$ cat config.mk
export PLATFORM = sky130hd
export DESIGN_NAME = rmap_target_packet_fifo
export DESIGN_NICKNAME = d
export VERILOG_FILES = /design/src/rtl/rmap_target_packet_fifo.sv
export SDC_FILE = /design/constraint.sdc
export NUM_CORES = 1
export LEC_CHECK = 0
export BUFFER_PORTS_ARGS = -buffer_cell sky130_fd_sc_hd__buf_2
export CAP_MARGIN = 20
export CORE_UTILIZATION = 40
export DETAILED_ROUTE_END_ITERATION = 12
export GPL_ROUTABILITY_DRIVEN = 0
export SETUP_SLACK_MARGIN = 0.2
export SYNTH_ARGS = -nofsm -noshare
export SYNTH_HDL_FRONTEND = slang
export SYNTH_SLANG_ARGS = --single-unit
$ cat constraint.sdc
create_clock -name clk -period 10.3 [get_ports clk]
set_input_delay 2.06 -clock clk [delete_from_list [all_inputs] [get_ports clk]]
set_output_delay 2.06 -clock clk [all_outputs]
set_load 0.02 [all_outputs]
$ cat src/rtl/rmap_target_packet_fifo.sv
// Packet-aware FWFT FIFO between the SpaceWire receive path and the RMAP command decoder.
// Writes stay invisible to the reader until committed; an open packet can be discarded.
module rmap_target_packet_fifo #(
  parameter int DATA_WIDTH   = 9,
  parameter int ADDR_WIDTH   = 4,
  parameter int AFULL_THRESH = 2
) (
  input  logic                  clk,
  input  logic                  rst_n,
  input  logic [DATA_WIDTH-1:0] dataIn,
  input  logic                  wrEnable,
  input  logic                  wrCommit,
  input  logic                  wrDiscard,
  output logic                  full,
  output logic                  almostFull,
  output logic                  wrOverflow,
  output logic [DATA_WIDTH-1:0] dataOut,
  input  logic                  rdEnable,
  output logic                  empty,
  output logic [ADDR_WIDTH:0]   usedCntr,
  output logic [ADDR_WIDTH:0]   freeCntr
);

  localparam int PTR_W = ADDR_WIDTH + 1;
  localparam int DEPTH = 2 ** ADDR_WIDTH;
  localparam logic [PTR_W-1:0] DEPTH_P = PTR_W'(DEPTH);
  localparam logic [PTR_W-1:0] AFULL_P = PTR_W'(AFULL_THRESH);

  logic [DATA_WIDTH-1:0] mem [DEPTH];
  logic [PTR_W-1:0]      wr_ptr;
  logic [PTR_W-1:0]      cmt_ptr;
  logic [PTR_W-1:0]      rd_ptr;
  logic [PTR_W-1:0]      fill;
  logic                  wr_accept;
  logic                  rd_accept;

  // Status is derived only from registered pointers; the wrap bit disambiguates full from empty.
  always_comb begin
    fill       = wr_ptr - rd_ptr;
    full       = (fill == DEPTH_P);
    empty      = (cmt_ptr == rd_ptr);
    usedCntr   = cmt_ptr - rd_ptr;
    freeCntr   = DEPTH_P - fill;
    almostFull = (freeCntr <= AFULL_P);
    wr_accept  = wrEnable & ~full;
    rd_accept  = rdEnable & ~empty;
    dataOut    = mem[rd_ptr[ADDR_WIDTH-1:0]];
  end

  // A write into a slot that is discarded in the same cycle is harmless: the slot stays uncommitted.
  always_ff @(posedge clk) begin
    if (wr_accept) begin
      mem[wr_ptr[ADDR_WIDTH-1:0]] <= dataIn;
    end
  end

  always_ff @(posedge clk or negedge rst_n) begin
    if (!rst_n) begin
      wr_ptr     <= '0;
      cmt_ptr    <= '0;
      rd_ptr     <= '0;
      wrOverflow <= 1'b0;
    end else begin
      if (rd_accept) begin
        rd_ptr <= rd_ptr + 1'b1;
      end
      // Discard takes priority over commit and over any write in the same cycle.
      if (wrDiscard) begin
        wr_ptr     <= cmt_ptr;
        wrOverflow <= 1'b0;
      end else begin
        if (wr_accept) begin
          wr_ptr <= wr_ptr + 1'b1;
        end
        if (wrEnable && full) begin
          wrOverflow <= 1'b1;
        end
        if (wrCommit) begin
          cmt_ptr <= wr_ptr + PTR_W'(wr_accept);
        end
      end
    end
  end

endmodule

==> metrics.log <==
INFO  metric fillcell_total = ~1400
INFO  metric ys_ff_latch = 160
INFO  metric routed_wirelength_normalized_by_instance_count = between 20 and 25 um
INFO  metric postSynthNetCount = ~400
INFO  metric period_share = 0.533
INFO  metric min-delay-start = wrOverflow
INFO  metric synth.top_cells.by_area = edfxtp_1 64%, mux4_2 7.0%, dfrtp_1 5.9%, mux4_1 5.8%, ha_1 3.3%
INFO  metric num_antenna_cells = 0
INFO  metric synthDominantCellAreaShare = 0.639
INFO  metric area_delta_synth_final = 14.3%
INFO  metric grt_remaining_overflow = 0
INFO  metric layout.nets = roughly 450
INFO  metric finalInstanceArea = 7740 um2
INFO  metric post_route_cells_drive_above_1_share = 0.238
INFO  metric fin_skew = about 0.0095 ns
INFO  metric worst_ep_required_time = 8.24 ns
INFO  metric die-width = ~130 um
INFO  metric grt_first_pass_wirelength = approximately 20000 um
INFO  metric post_synth_inst_count = 368
INFO  metric cts_hold_buf = 0
INFO  metric via_count = about 3400
INFO  metric worstHoldPathType = reg -> reg
INFO  metric cell_accounting_for_the_most_synthesized_area = edfxtp_1
INFO  metric design.portCount = 38
INFO  metric synth_cell_types = 35
INFO  metric timing.final.hold_violations = 0
INFO  metric cts_tree = yes
INFO  metric initial_antenna_violation_count = 0
INFO  metric cp-end-kind = output pin
INFO  metric count_of_tritonroute_iterations_in_the_first_routing_pass = 4
INFO  metric dieArea = ~17000 um2
INFO  metric final_wirelength = approximately 13000 um
INFO  metric postCtsResizedCells = 0
INFO  metric cts_buffers = 17
INFO  metric drt_iter0_drc = roughly 300
INFO  metric edff_count_synth = approximately 140
INFO  metric first_global_vias = roughly 3600
INFO  metric post_synth_instance_area = just under 7000 um2
INFO  metric placeableCoreArea = 16500 um2
INFO  metric drc_errors = 0
INFO  metric power.ir.vdd_worst = between 0.15 and 0.2 mV
INFO  metric postSynth.topFlopCell = edfxtp_1
INFO  metric worst_slew_pin_tran = 1.07 ns
INFO  metric power_density_cells = between 300 and 400 nW/um2
INFO  metric setup.worst_path.start = rd_ptr[0]
INFO  metric floorplan.initialDensity = 0.410
INFO  metric drv.max_cap_violation_count = 0
INFO  metric syn_avg_cell_area = roughly 18 um2
INFO  metric crit_type = reg -> out
INFO  metric ys_seq_area_frac = 0.698
INFO  metric cp_data_arrival_time = 3.43 ns
INFO  metric grt_max_degree = 42
INFO  metric run_status = finished clean
INFO  metric commonest_cells_after_routing_fill_and_taps_aside = 144 x edfxtp_1, 37 x buf_2, 21 x nand2_1, 21 x mux4_2
INFO  metric final_util = 0.468
INFO  metric port_buffers = 37
INFO  metric clkTransAtPathRegs = 0.06 ns
INFO  metric mostFrequentLayoutCell = edfxtp_1
INFO  metric rsz0062_at_grt = false
INFO  metric ctsRootBufferMaster = clkbuf_16
INFO  metric htreeDepth = 4
INFO  metric reg_to_reg_critical_path_startpoint = rd_ptr[0]
INFO  metric share_of_flip_flops_with_an_asynchronous_set_or_reset = 0.100
INFO  metric report.final.slew_viol_count = 0
INFO  metric clk_path_buf_depth = 2
INFO  metric routed_via_density = about 5.2
INFO  metric tns = 0 ns
INFO  metric std_cell_rows = 47
INFO  metric antenna_left = 0
INFO  metric total_power = 2.48 mW
INFO  metric groute.usage.overall = 0.163
INFO  metric cts.sink_count = 160
INFO  metric timing.max_slew.rel_slack = 0.281
INFO  metric cts_setup_buffers = 0
INFO  metric final_worst_path_period_need = around 5.5 ns
INFO  metric cp_max_fo = just over 40
INFO  metric placed_area = around 7000 um2
INFO  metric setup_violations = 0
INFO  metric synth_warnings = 0
INFO  metric finalHoldWorstSlack = between 0.5 and 0.6 ns
INFO  metric critical_path_source_type = register
INFO  metric power.static_leakage = roughly 2.7 nW
INFO  metric clkLatencyLatePin = 0.42 ns
INFO  metric die_y = approximately 130 um
INFO  metric max_freq = ~0.18 GHz
INFO  metric hpwl = just over 8000 um
## power by group
| group | switching [mW] | internal (mW) | leakage, nW |
|---|---|---|---|
| combinational | 0.622 | 0.433 | 0.984 |
| sequential | 0.0479 | 0.796 | 1.50 |
| clock | 0.263 | 0.316 | 0.261 |
| total | 0.933 | 1.54 | 2.74 |
## registers in the layout, summed over array words and instances (netlist names)
register and cells:
rd_ptr 5, cmt_ptr 5, wrOverflow 1, mem 144, wr_ptr 5
## cell type report
type | instances | area, um2 | area share
Inverter | 16 | 60.1 | 0.00776
Tap cell | 220 | 275 | 0.0356
Multi-Input combinational cell | 178 | 1890 | 0.244
Timing Repair Buffer | 43 | 230 | 0.0298
Clock inverter | 14 | 126 | 0.0163
Clock buffer | 18 | 429 | 0.0555
Sequential cell | 160 | 4730 | 0.611
## cell families after synthesis
logic type | Yosys count | synth area share
AOI/OAI and AO/OA | 37 | 0.0355
adders and majority gates | 20 | 0.0392
muxes | 39 | 0.133
buffers and inverters | 30 | 0.0227
xor gates and xnor gates | 21 | 0.0294
DFF | 160 | 0.698
and+or+nand+nor | 61 | 0.0420
## routing by layer
metal | vias to the layer above | share of wire | GRT usage
li1 | 1553 | - | -
met1 | 1741 | 0.43 | 0.215
met2 | 84 | 0.49 | 0.255
met3 | 17 | 0.055 | 0.0369
met4 | 0 | 0.020 | 0.0782
met5 | - | 0 | 0
## worst paths after layout
path,end,slack (ns),cells after the start
max,almostFull,4.81,10
min,wrOverflow,0.51,2
max reg2reg,mem[6][0],5.88,11
min reg2reg,wrOverflow,0.51,2
max in group asynchronous,rd_ptr[0],8.42,1
min in group asynchronous,rd_ptr[4],1.57,1
## per-stage QoR
| step | setup slack (ns) | cells |
|---|---|---|
| floorplan | 5.48 | 368 |
| global placement | 5.26 | 617 |
| detailed placement | 5.19 | 617 |
| CTS | 4.74 | 649 |
| global route | 4.58 | 649 |
| finish | 4.81 | 649 |
## synthesized netlist by cell type, types with 2 or more instances
cell type	instances
a21o_1	3
a21oi_1	6
a22oi_1	18
buf_1	2
buf_2	5
clkbuf_1	4
dfrtp_1	16
edfxtp_1	144
fa_1	2
ha_1	18
inv_1	16
mux2_2	3
mux4_1	15
mux4_2	21
nand2_1	21
nand2b_1	3
nand3_1	4
nand4_1	3
nor2_1	18
nor2b_1	2
nor3_1	5
o21ai_0	8
xnor2_1	12
xor2_1	8
## critical path, stage by stage, from the launching register on
cell	delay [ns]
dfrtp_2	0.34
buf_4	0.60
ha_1	0.30
inv_1	0.06
fa_1	0.53
inv_1	0.06
ha_1	0.20
nor3b_1	0.15
ha_1	0.31
nor4b_2	0.26
buf_2	0.20
Note: power is estimated with default switching activity, not from simulation.
